===== src/rtl/uart_pkg.sv =====
// Shared definitions for the UART 16550 FIFO data paths: default geometry,
// FCR[7:6] trigger-level encodings and the trigger-level lookup.
package uart_pkg;

    localparam int DEF_DEPTH = 16;
    localparam int DEF_WIDTH = 8;
    localparam int DEF_ERRW  = 3;

    // FCR[7:6] trigger select: one entry, quarter, half, nearly full
    typedef enum logic [1:0] {
        TRIG_1  = 2'b00,
        TRIG_Q  = 2'b01,
        TRIG_H  = 2'b10,
        TRIG_NF = 2'b11
    } trig_sel_e;

    // Entry count at which the trigger output asserts for a given selection
    function automatic int unsigned trig_level(input logic [1:0] sel, input int unsigned depth);
        int unsigned lvl;
        case (trig_sel_e'(sel))
            TRIG_1:  lvl = 32'd1;
            TRIG_Q:  lvl = depth / 32'd4;
            TRIG_H:  lvl = depth / 32'd2;
            TRIG_NF: lvl = depth - 32'd2;
            default: lvl = 32'd1;
        endcase
        return lvl;
    endfunction

endpackage


===== src/rtl/uart_fifo_ram.sv =====
// Storage array for uart_fifo_trig: DEPTH words of MW bits, one synchronous
// write port and one asynchronous (combinational) read port. Contents are not
// reset; the surrounding pointer logic decides which words are valid.
module uart_fifo_ram #(
    parameter int DEPTH = 16,
    parameter int MW    = 11
) (
    input  logic                     clk,
    input  logic                     i_we,
    input  logic [$clog2(DEPTH)-1:0] i_waddr,
    input  logic [MW-1:0]            i_wdata,
    input  logic [$clog2(DEPTH)-1:0] i_raddr,
    output logic [MW-1:0]            o_rdata
);

    logic [MW-1:0] r_mem [DEPTH];

    // Write port: store the incoming word at the write address
    always_ff @(posedge clk) begin
        if (i_we) begin
            r_mem[i_waddr] <= i_wdata;
        end
    end

    assign o_rdata = r_mem[i_raddr];

endmodule


===== src/rtl/uart_fifo_trig.sv =====
// UART 16550 TX/RX FIFO with per-entry error tag, programmable trigger level,
// sticky overrun and error-in-FIFO flag.
// Build option: UART_FIFO_FWFT_EN selects first-word-fall-through outputs;
// without it data_o/err_o are registered with one cycle of read latency.
module uart_fifo_trig
    import uart_pkg::*;
#(
    parameter int DEPTH = DEF_DEPTH,
    parameter int WIDTH = DEF_WIDTH,
    parameter int ERRW  = DEF_ERRW
) (
    input  logic                          clk,
    input  logic                          rstn,
    input  logic                          fifo_rst,
    input  logic                          write,
    input  logic [WIDTH-1:0]              data_i,
    input  logic [((ERRW>0)?ERRW:1)-1:0]  err_i,
    input  logic                          read,
    input  logic [1:0]                    trig_sel,
    input  logic                          ovr_clr,
    output logic [WIDTH-1:0]              data_o,
    output logic [((ERRW>0)?ERRW:1)-1:0]  err_o,
    output logic                          wfull,
    output logic                          rempty,
    output logic [$clog2(DEPTH):0]        fifo_cnt,
    output logic                          trig,
    output logic                          err_in_fifo,
    output logic                          overrun
);

    localparam int AW = $clog2(DEPTH);
    localparam int CW = AW + 1;
    localparam int EW = (ERRW > 0) ? ERRW : 1;
    localparam int MW = WIDTH + EW;

    localparam logic [CW-1:0] C_ONE  = {{(CW-1){1'b0}}, 1'b1};
    localparam logic [CW-1:0] C_ZERO = {CW{1'b0}};

    // pointers carry a wrap bit above the address bits
    logic [CW-1:0]    r_wptr;
    logic [CW-1:0]    r_rptr;
    logic [CW-1:0]    r_cnt;
    logic [CW-1:0]    r_err_cnt;
    logic             r_overrun;
    logic [WIDTH-1:0] r_data;
    logic [EW-1:0]    r_err;

    logic             w_empty;
    logic             w_full;
    logic             w_rd_ok;
    logic             w_wr_ok;
    logic [EW-1:0]    w_err_in;
    logic             w_err_wr;
    logic             w_err_rd;
    logic [MW-1:0]    w_head;
    logic [WIDTH-1:0] w_head_data;
    logic [EW-1:0]    w_head_err;
    logic [CW-1:0]    w_cnt_nxt;
    logic [CW-1:0]    w_err_cnt_nxt;
    logic [CW-1:0]    w_level;

    uart_fifo_ram #(
        .DEPTH (DEPTH),
        .MW    (MW)
    ) u_ram (
        .clk     (clk),
        .i_we    (w_wr_ok),
        .i_waddr (r_wptr[AW-1:0]),
        .i_wdata ({w_err_in, data_i}),
        .i_raddr (r_rptr[AW-1:0]),
        .o_rdata (w_head)
    );

    assign w_head_data = w_head[WIDTH-1:0];
    assign w_head_err  = w_head[MW-1:WIDTH];

    // Status decode and acceptance of this cycle's read/write requests
    always_comb begin
        w_empty  = (r_wptr == r_rptr);
        w_full   = (r_wptr[AW-1:0] == r_rptr[AW-1:0]) && (r_wptr[AW] != r_rptr[AW]);
        // a read on an empty FIFO is ignored; a write into a full FIFO only
        // succeeds when an accepted read frees the head slot on the same edge
        w_rd_ok  = read && !w_empty;
        w_wr_ok  = write && (!w_full || w_rd_ok);
        // without error-tag storage the tag is forced to zero
        if (ERRW > 0) begin
            w_err_in = err_i;
        end else begin
            w_err_in = {EW{1'b0}};
        end
        w_err_wr = w_wr_ok && (w_err_in != {EW{1'b0}});
        w_err_rd = w_rd_ok && (w_head_err != {EW{1'b0}});
    end

    // Next stored-entry count and next errored-entry count
    always_comb begin
        w_cnt_nxt = r_cnt;
        case ({w_wr_ok, w_rd_ok})
            2'b10:   w_cnt_nxt = r_cnt + C_ONE;
            2'b01:   w_cnt_nxt = r_cnt - C_ONE;
            default: w_cnt_nxt = r_cnt;
        endcase
        w_err_cnt_nxt = r_err_cnt;
        case ({w_err_wr, w_err_rd})
            2'b10:   w_err_cnt_nxt = r_err_cnt + C_ONE;
            2'b01:   w_err_cnt_nxt = r_err_cnt - C_ONE;
            default: w_err_cnt_nxt = r_err_cnt;
        endcase
    end

    // Pointer, counter and overrun state with async reset and FCR clear
    always_ff @(posedge clk or negedge rstn) begin
        if (!rstn) begin
            r_wptr    <= C_ZERO;
            r_rptr    <= C_ZERO;
            r_cnt     <= C_ZERO;
            r_err_cnt <= C_ZERO;
            r_overrun <= 1'b0;
        end else if (!fifo_rst) begin
            r_wptr    <= C_ZERO;
            r_rptr    <= C_ZERO;
            r_cnt     <= C_ZERO;
            r_err_cnt <= C_ZERO;
            r_overrun <= 1'b0;
        end else begin
            if (w_wr_ok) begin
                r_wptr <= r_wptr + C_ONE;
            end
            if (w_rd_ok) begin
                r_rptr <= r_rptr + C_ONE;
            end
            r_cnt     <= w_cnt_nxt;
            r_err_cnt <= w_err_cnt_nxt;
            // a dropped write takes priority over the LSR-read clear
            if (write && !w_wr_ok) begin
                r_overrun <= 1'b1;
            end else if (ovr_clr) begin
                r_overrun <= 1'b0;
            end
        end
    end

    // Output register: captures the popped entry on each accepted read
    always_ff @(posedge clk or negedge rstn) begin
        if (!rstn) begin
            r_data <= {WIDTH{1'b0}};
            r_err  <= {EW{1'b0}};
        end else if (!fifo_rst) begin
            r_data <= {WIDTH{1'b0}};
            r_err  <= {EW{1'b0}};
        end else if (w_rd_ok) begin
            r_data <= w_head_data;
            r_err  <= w_head_err;
        end
    end

    // Trigger threshold for the selected level
    always_comb begin
        w_level = CW'(trig_level(trig_sel, DEPTH));
    end

    assign wfull       = w_full;
    assign rempty      = w_empty;
    assign fifo_cnt    = r_cnt;
    assign trig        = (r_cnt >= w_level);
    assign err_in_fifo = (r_err_cnt != C_ZERO);
    assign overrun     = r_overrun;

`ifdef UART_FIFO_FWFT_EN
    // head entry is visible immediately; the register keeps the last popped
    // entry so the outputs hold while the FIFO is empty
    assign data_o = w_empty ? r_data : w_head_data;
    assign err_o  = w_empty ? r_err  : w_head_err;
`else
    assign data_o = r_data;
    assign err_o  = r_err;
`endif

endmodule

===== config.mk =====
export PLATFORM = sky130hd
export DESIGN_NAME = uart_fifo_trig
export DESIGN_NICKNAME = d
export VERILOG_FILES = /design/src/rtl/uart_pkg.sv /design/src/rtl/uart_fifo_ram.sv /design/src/rtl/uart_fifo_trig.sv
export SDC_FILE = /design/constraint.sdc
export NUM_CORES = 1
export LEC_CHECK = 0
export ABC_CLOCK_PERIOD_IN_PS = 4300
export BUFFER_PORTS_ARGS = -buffer_cell sky130_fd_sc_hd__buf_2
export CAP_MARGIN = 20
export CORE_MARGIN = 5
export CORE_UTILIZATION = 60
export CTS_CLUSTER_SIZE = 40
export DETAILED_ROUTE_END_ITERATION = 6
export GPL_TIMING_DRIVEN = 0
export PLACE_DENSITY = 0.82
export SLEW_MARGIN = 20
export SYNTH_ARGS = -nofsm -noshare
export SYNTH_HDL_FRONTEND = slang
export SYNTH_SLANG_ARGS = --single-unit

===== constraint.sdc =====
create_clock -name clk -period 4.3 [get_ports clk]
set_clock_uncertainty 0.15 [all_clocks]
set_input_delay 0.86 -clock clk [delete_from_list [all_inputs] [get_ports clk]]
set_output_delay 0.86 -clock clk [all_outputs]
set_load 0.05 [all_outputs]

; ---- Word-level counts from Yosys, hierarchy flattened
; Memories as Yosys holds them, arrays and structs flattened.
; Index checks and enable logic that the tools add are counted.
[op_classes]
n_reduce_logical = 14
n_div = 0
n_eq_ne = 15
multipliers = 0
shift = 0
n_lt_le_gt_ge = 1
bitwise = 0
muxes = 18
n_addsub = 6
[op_table]
columns = operator, n
row1 = $mux W5, 6
row2 = $add A5 B1 Y5 const B, 4
row3 = $pmux W5 S2, 2
row4 = $pmux W5 S4, 1
row5 = $mux W8, 2
row6 = $sub A5 B1 Y5 const B, 2
row7 = $ne A3 B1 Y1 const B, 3
row8 = $eq A2 B2 Y1 const B, 4
row9 = $eq A2 B1 Y1 const B, 3
row10 = $logic_and A1 B1 Y1, 6
row11 = $mux W3, 2
row12 = $reduce_bool A3 Y1, 2
row13 = $eq A5 B5 Y1, 1
row14 = $ge A5 B5 Y1, 1
row15 = $mux W1, 5
row16 = $reduce_bool A5 Y1, 1
row17 = $eq A4 B4 Y1, 1
row18 = $ne A2 B1 Y1 const B, 2
row19 = $logic_not A1 Y1, 3
row20 = $logic_not A2 Y1, 1
row21 = $logic_or A1 B1 Y1, 1
row22 = $ne A1 B1 Y1, 1
[word_totals]
n_memories = 1
register_bits = 32
romBits = 0
latchBits = 0
ram_bits = 176
[memory_table]
columns = memory, words, width, rd, rd_clocked_by_memory_dff, write_ports, line
row1 = u_ram.r_mem, 16, 11, 1, 0, 1, uart_fifo_ram.sv:16  ; logic [MW-1:0] r_mem [DEPTH];

; ---- Logic depth before layout (Yosys ltp)
; Gate-level depths: netlist (run 1).
[depth]
ltp_word = 9
depth_mapped = 15

; ---- Modules after synthesis
; Synthesis (run 1) repeated with hierarchy kept, for this count alone.
[hier_totals]
cells_unflattened = 497
area_unflattened_um2 = 8884.8
[by_module_without_submodules]
columns = module, seq_area_each_um2, instances, cells_each, area_each_um2
row1 = uart_fifo_ram, 5285.1, 1, 294, 6819.0
row2 = uart_fifo_trig, 800.8, 1, 203, 2065.7

; ---- Least setup slack after synthesis (run 1)
; OpenSTA, ideal clock, no wires.
[synth_timing]
path_type = reg-to-reg
startpoint = reg r_rptr[1]
endpoint = reg r_cnt[4], in the netlist fifo_cnt[4]
stages_incl_launch_ff = 16
setup_time_ns = 0.079
n_path_buf = 3
t_arrival_ns = 3.046
period_less_slack_ns = 3.275
setup_slack_ns = 1.025
path_cell_list = dfrtp_1 -> clkbuf_1 -> xnor2_1 -> nand4_1 -> o21a_1 -> buf_2 -> clkbuf_1 -> nand2_1 -> inv_1 -> ha_1 -> nor2b_1 -> o21ai_0 -> nand2b_1 -> or3_1 -> a21o_1 -> a21oi_1
[synth_via]
elab_chain_cells = 8
word_cells_on_any_way = 13
cone_classes = eq/ne (5) / mux (2) / reduce/logical (6)
[synth_rtl]
columns = element, line
row1 = "start, declared", uart_fifo_trig.sv:41  ; logic [CW-1:0] r_rptr;
row2 = "start signal, assigned", uart_fifo_trig.sv:130  ; r_rptr <= r_rptr + C_ONE;
row3 = $eq A5 B5 Y1 / $eq A4 B4 Y1 (equally long branches), "uart_fifo_trig.sv:79, uart_fifo_trig.sv:80"
row4 = $logic_not A1 Y1 / $logic_and A1 B1 Y1 (equally long branches), "uart_fifo_trig.sv:83, uart_fifo_trig.sv:80"
row5 = $logic_and A1 B1 Y1 / $logic_not A1 Y1 (equally long branches), "uart_fifo_trig.sv:83, uart_fifo_trig.sv:84"
row6 = $logic_or A1 B1 Y1, uart_fifo_trig.sv:84  ; w_wr_ok = write && (!w_full || w_rd_ok);
row7 = $logic_and A1 B1 Y1, uart_fifo_trig.sv:84
row8 = $eq A2 B1 Y1 / $eq A2 B2 Y1 (equally long branches), uart_fifo_trig.sv:98  ; case ({w_wr_ok, w_rd_ok})
row9 = $pmux W5 S2, uart_fifo_trig.sv:98
row10 = $mux W5, uart_fifo_trig.sv:119  ; end else if (!fifo_rst) begin
row11 = "end signal, assigned", uart_fifo_trig.sv:132  ; r_cnt <= w_cnt_nxt;
row12 = "end, declared", uart_fifo_trig.sv:42  ; logic [CW-1:0] r_cnt;
; Several ways; a longest one is shown, not always the timed one.
; A chain may end at the register's enable or synchronous reset.

; ---- Worst setup path after layout (run 1)
; Same ends and word-level chain as after synthesis.

==> results of run 1 <==
-- synthesized netlist by cell type (2+ instances only) --
master | number | area [sq um]
edfxtp_1 | 176 | 5290
dfrtp_1 | 32 | 801
clkbuf_1 | 16 | 60.1
mux4_1 | 4 | 105
mux2i_1 | 9 | 90.1
nand3_1 | 5 | 25.0
or3_1 | 2 | 12.5
nor2_1 | 23 | 86.3
a21o_1 | 3 | 22.5
nor3b_1 | 4 | 30.0
nand2b_1 | 6 | 37.5
buf_2 | 6 | 30.0
o21ai_0 | 4 | 20.0
xor2_1 | 6 | 52.6
a21oi_1 | 17 | 85.1
mux4_2 | 47 | 1060
nand2_1 | 39 | 146
nand4_1 | 4 | 25.0
ha_1 | 15 | 188
and3b_1 | 4 | 35.0
xnor2_1 | 13 | 114
fa_1 | 2 | 40.0
nor2b_1 | 8 | 50.1
nor3_1 | 3 | 15.0
inv_1 | 11 | 41.3
and3_1 | 4 | 25.0
and4_1 | 4 | 35.0
-- worst paths after layout --
kind | slack (ns) | from | to
max in group asynchronous | 3.26 | rstn | data_o[1]
hold / removal | 0.28 | rstn | fifo_cnt[1]
min in group clk | 0.37 | data_o[4] | data_o[4]
hold reg to reg | 0.37 | data_o[4] | data_o[4]
setup reg to reg | 0.30 | r_rptr[1] | fifo_cnt[4]
setup / recovery | 0.30 | r_rptr[1] | fifo_cnt[4]
-- layout by cell type, fill, tap and decap left out, types with 2 or more instances in the layout --
cell type / n
buf_4: 4
bufinv_16: 2
and3_1: 4
o21ai_0: 4
dfrtp_1: 32
mux2i_1: 9
clkinv_1: 7
or3_1: 2
and3b_1: 4
clkinv_2: 2
a21o_1: 3
ha_1: 15
clkbuf_1: 21
nor3_1: 3
mux4_2: 47
fa_1: 2
inv_1: 11
xnor2_1: 13
clkbuf_16: 21
nor3b_2: 4
nor2_1: 23
nand4_1: 4
and4_1: 4
xor2_1: 6
nor2b_1: 8
nand2b_1: 6
nand2_1: 39
nand3_1: 5
mux4_1: 4
a21oi_1: 17
edfxtp_1: 176
buf_2: 45
-- area by class of cell --
cell class	instances	share of cell area (%)
multi-input cells	243	25.3
flip-flops and latches	208	61.9
clock buffers	26	5.54
repair buffers	43	2.29
clock inverters	12	1.11
well taps	184	2.34
plain buffers	24	1.07
inverters	12	0.458
-- logic make-up (layout without fill, tap and decap cells) --
kind of cell / after synthesis / in the layout / share of synthesized area, %
DFF: 208 / 208 / 70.0
and+or+nand+nor: 110 / 110 / 6.34
muxes: 62 / 62 / 14.7
buffers and inverters: 36 / 117 / 1.73
AOI/OAI and AO/OA: 34 / 34 / 2.59
xor gates and xnor gates: 20 / 20 / 2.10
adders and majority gates: 17 / 17 / 2.62
-- sequential cells by signal, summed over array words and instances, names as in the netlist --
name / count
u_ram.r_mem: 176
r_wptr: 5
fifo_cnt: 5
overrun: 1
err_o: 3
data_o: 8
r_err_cnt: 5
r_rptr: 5
-- power by group through the flow --
stage	Combinational [mW]	Sequential (mW)	Clock [mW]
floorplan	0.569	2.42	0
global placement	0.859	2.34	0
detailed placement	0.881	2.34	0
CTS	0.894	2.30	1.76
global route	0.959	2.31	1.86
finish	0.885	2.30	1.74
-- routing by layer --
layer  vias up  share of wire, %  global-route usage [%]
met3        34               8.4                    3.70
met2       238                50                    37.7
li1       2034                 -                       -
met4         0               2.2                    5.81
met5         -                 0                       0
met1      2359                39                    31.2
==> qor.csv, run 1 <==
metric,value,unit
slew_violations,0,
vias_per_cell,6.20,
slew_headroom,41.5,%
grt_overflow,0,
drt_iter0_drc,472,
drc_errors,0,
regArea,6090,sq um
clk_latency,0.49,ns
clkPwrFrac,35.3,%
place_area,9180,sq um
grt_pass1_vias,4787,
setup_viol,0,
synth_area,8700,sq um
max_cap_violations,0,
avgSynthCellArea,17.9,sq um
fmax,250,MHz
seqPwrFrac,46.7,%
post_cts_buffers,0,
cts_buffer_depth,3,
design.die.area,17000,sq um
r2r_cells,15,
antenna_found_initial,0,
wire_per_inst,24.1,microns
final_core_util,68.4,%
n_antenna_cell,0,
cp_slowest_cell,clkbuf_1,
cts_num_sinks,208,
grt_pass1_wl,27900,microns
worstSetupPathType,reg -> reg,
root_buffer,clkbuf_16,
synthFlopType,edfxtp_1,
vias,4665,
io_buffers,39,
period_share,93.0,%
cp_common_cell,clkbuf_1,
switching_share,26.4,%
rsz0062_at_grt,no,
first_pass_iters,4,
core_area,14400,sq um
required,4.55,ns
synth_fp_nets,523,
hp-class,in -> async,
die_h,130,microns
end_kind,flop,
synthCells,487,
fin_crit,4.00,ns
drive_gt1_share,23.4,%
dp_slack,0.349,ns
nNetsFinal,589,
grt_usage,22.4,%
hold_buffers,0,
crit_arrival,4.26,ns
p_int,3.62,mW
worst_slack,0.299,ns
clk_pin_slew_worst_paths,0.06,ns
cp_top_family,buffers and inverters,
setup_tns,0,ns
dp.cells,714,
whs,0.278,ns
fillCellCount,919,
power_density,501,nW/um^2
synth_edf_count,176,
synth_cell_types,47,
p_switching,1.30,mW
fp.dieW,130,microns
vdd_drop_max,0.329,mV
grt_max_degree,33,
cts_tree,yes,
multi_input_area,2480,sq um
htreeDepth,1,
path_cells,clkbuf_1 > xnor2_1 > nand4_1 > o21a_1 > buf_2 > clkbuf_1 > nand2_1 > inv_1 > ha_1 > nor2b_1 > o21ai_0 > nand2b_1 > or3_1 > a21o_1 > a21oi_1,
yosysWarnings,0,
ys_seq_area_share,70.0,%
antenna_left,0,
fin_area,9830,sq um
wl,18100,microns
combPwrFrac,18.0,%
async_flop_share,15.4,%
ctsResizeCount,0,
status,"finished, final reports clean",
hold_viol_final,0,
path_buf_inv,4,
cp.depth,15,
worst_pin_slew,0.877,ns
path_max_fanout,10,
areaGrowthSynthToFinish,13.0,%
start_util,60.5,%
power,4.92,mW
globalplace.congestion,0.812,
final_cell_count_no_fill,752,
crit_path_start_kind,flop,
slowest_delay,0.55,ns
io_pins,40,
p_leak,3.47,nW
synth_seq_cells,208,
hpwl,11400,microns
cts_buffers,21,
rows,44,
Note: power is estimated with default switching activity, not from simulation.
==> inputs of run 2 (changes only) <==
--- a/config.mk
+++ b/config.mk
@@ -6,14 +6,14 @@
 export NUM_CORES = 1
 export LEC_CHECK = 0
 export ABC_CLOCK_PERIOD_IN_PS = 4300
-export BUFFER_PORTS_ARGS = -buffer_cell sky130_fd_sc_hd__buf_2
 export CAP_MARGIN = 20
 export CORE_MARGIN = 5
 export CORE_UTILIZATION = 60
 export CTS_CLUSTER_SIZE = 40
 export DETAILED_ROUTE_END_ITERATION = 6
+export DONT_BUFFER_PORTS = 1
 export GPL_TIMING_DRIVEN = 0
-export PLACE_DENSITY = 0.82
+export PLACE_DENSITY = 0.8
 export SLEW_MARGIN = 20
 export SYNTH_ARGS = -nofsm -noshare
 export SYNTH_HDL_FRONTEND = slang
==> qor.csv, run 2 (synthesis gave the netlist of run 1 again) <==
metric,value,unit,change
switching_share,25.3,%,-1.1 points
p_leak,3.39,nW,-2.4%
largest_reg_flops,176,,unchanged
setup_tns,0,ns,unchanged
fin_crit,3.88,ns,-0.126 ns
hold_viol_final,0,,unchanged
rows,44,,unchanged
antenna_left,0,,unchanged
first_pass_iters,5,,+1
hpwl,11400,microns,+0.44%
slew_violations,0,,unchanged
grt_pass1_wl,28000,microns,+0.57%
rsz0062_at_grt,no,,
seqPwrFrac,46.1,%,-0.6 points
worst_slack,0.425,ns,+0.126 ns
worst_pin_slew,0.930,ns,+0.0520 ns
cts_buffers,22,,+4.8%
design.die.area,17000,sq um,unchanged
regMostFlops,u_ram.r_mem,,
wl,18200,microns,+0.43%
max_cap_violations,0,,unchanged
cp_top_family,multiplexers,,
grt_pass1_vias,4780,,-0.15%
required,4.57,ns,+0.02 ns
dp_slack,0.354,ns,+0.00496 ns
grt_usage,22.7,%,+0.28 points
mostFrequentLayoutCell,edfxtp_1,,
n_antenna_cell,0,,unchanged
path_max_fanout,10,,unchanged
cts_buffer_depth,3,,unchanged
drt_iter0_drc,421,,-11%
reg2reg_to,r_err_cnt[4],,
p_switching,1.32,mW,+1.4%
vias,4528,,-2.9%
status,"finished, final reports clean",,
slowest_delay,0.51,ns,-0.04 ns
vias_per_cell,6.32,,+1.9%
end_kind,flop,,
combPwrFrac,13.8,%,-4.2 points
layout_common_cells,"176 x edfxtp_1, 47 x mux4_2, 39 x nand2_1",,
antenna_found_initial,0,,unchanged
crit_arrival,4.15,ns,-0.11 ns
globalplace.congestion,0.825,,+1.7%
r2r_cells,14,,-1
hp-class,in -> async,,
p_int,3.88,mW,+7.1%
drive_gt1_share,19.5,%,-3.9 points
nNetsFinal,552,,-6.3%
cp.depth,14,,-1
clk_latency,0.52,ns,+0.03 ns
core_area,14400,sq um,unchanged
slew_headroom,37.8,%,-3.7 points
cp-startpoint,r_rptr[0],,
setup_viol,0,,unchanged
htreeDepth,1,,unchanged
io_buffers,0,,-100%
power,5.20,mW,+5.6%
drc_errors,0,,unchanged
cts_num_sinks,208,,unchanged
post_cts_buffers,0,,unchanged
clkPwrFrac,40.0,%,+4.7 points
endpoint,r_err_cnt[4],,
clk_pin_slew_worst_paths,0.06,ns,about the same
areaGrowthSynthToFinish,12.9,%,
die_h,130,microns,unchanged
grt_overflow,0,,unchanged
root_buffer,clkbuf_16,,
grt_max_degree,33,,unchanged
path_buf_inv,2,,-2
timing.rr.start,r_rptr[0],,
period_share,90.1,%,-2.9 points
fp.dieW,130,microns,unchanged
cp_common_cell,mux2i_1,,
path_cells,buf_6 > mux4_2 > mux2i_1 > o32ai_1 > o31ai_4 > or2_1 > inv_1 > ha_1 > nor2b_1 > o21ai_0 > nand2b_1 > and2_1 > mux2i_1 > mux2i_1,,
power_density,529,nW/um^2,+5.7%
wire_per_inst,25.4,microns,+5.5%
io_pins,40,,unchanged
worstSetupPathType,reg -> reg,,
cts_tree,yes,,
vdd_drop_max,0.390,mV,+19%
reg2reg_slack,0.42,ns,+0.13 ns
fmax,258,MHz,+3.2%
start_util,60.5,%,unchanged
crit_path_start_kind,flop,,
cp_slowest_cell,mux4_2,,
## run 2: cell types whose count changed in the layout (fill, tap and decap cells not counted), sizes merged
| cell | previous run | this run |
|---|---|---|
| inv | 12 | 11 |
| clkinvlp | 1 | 0 |
| clkbuf | 42 | 40 |
| bufinv | 2 | 6 |
| clkinv | 9 | 11 |
| buf | 51 | 13 |
## run 2: final cells by class
class / instances / area, sq um
clock inverter: 16 / 259
timing repair buffer: 5 / 50.0
inverter: 12 / 45.0
multi-input combinational: 243 / 2480
clock buffer: 24 / 558
sequential: 208 / 6090
buffer: 24 / 106
fill: 905 / 4550
tap: 184 / 230
## run 2: routing by layer
metal	vias up	global-route usage, %	part of all wire (%)
li1	1950	-	-
met1	2306	29.7	38
met2	226	38.4	51
met3	46	5.00	7.8
met4	0	7.50	3.1
met5	-	0	0
## run 2: timing repair
action	CTS	global route
hold endpoints to repair	32	0
endpoints found under the setup margin	0	1
hold buffers	1	0
resized for setup	0	2
## run 2: power by group through the flow
| stage | clock network [mW] | registers, mW | logic [mW] |
|---|---|---|---|
| floorplan | 0 | 2.42 | 0.569 |
| global placement | 0 | 2.44 | 0.691 |
| detailed placement | 0 | 2.44 | 0.712 |
| CTS | 2.11 | 2.40 | 0.731 |
| global route | 2.20 | 2.40 | 0.790 |
| finish | 2.08 | 2.40 | 0.719 |
## run 2: worst min-delay path by stage
stage          cells past startpoint    startpoint            to  slack [ns]
2_1_floorplan                      2  r_err_cnt[4]  r_err_cnt[4]        0.37
3_3_place_gp                       2  r_err_cnt[1]  r_err_cnt[1]        0.39
3_5_place_dp                       2  r_err_cnt[4]  r_err_cnt[4]        0.40
4_1_cts                            1          rstn   fifo_cnt[3]        0.03
5_1_grt                            1          rstn     r_rptr[1]        0.04
6_report                           1          rstn   fifo_cnt[1]        0.03
## run 2: metrics by stage
step / instance area [sq um] / cells / hold WS, ns / util (%)
finish: 9820 / 716 / 0.0321 / 68.3
global route: 9820 / 716 / 0.0391 / 68.3
CTS: 9820 / 716 / 0.0307 / 68.3
detailed placement: 8980 / 675 / 0.397 / 62.5
global placement: 8930 / 671 / 0.393 / 62.1
floorplan: 8700 / 487 / 0.372 / -
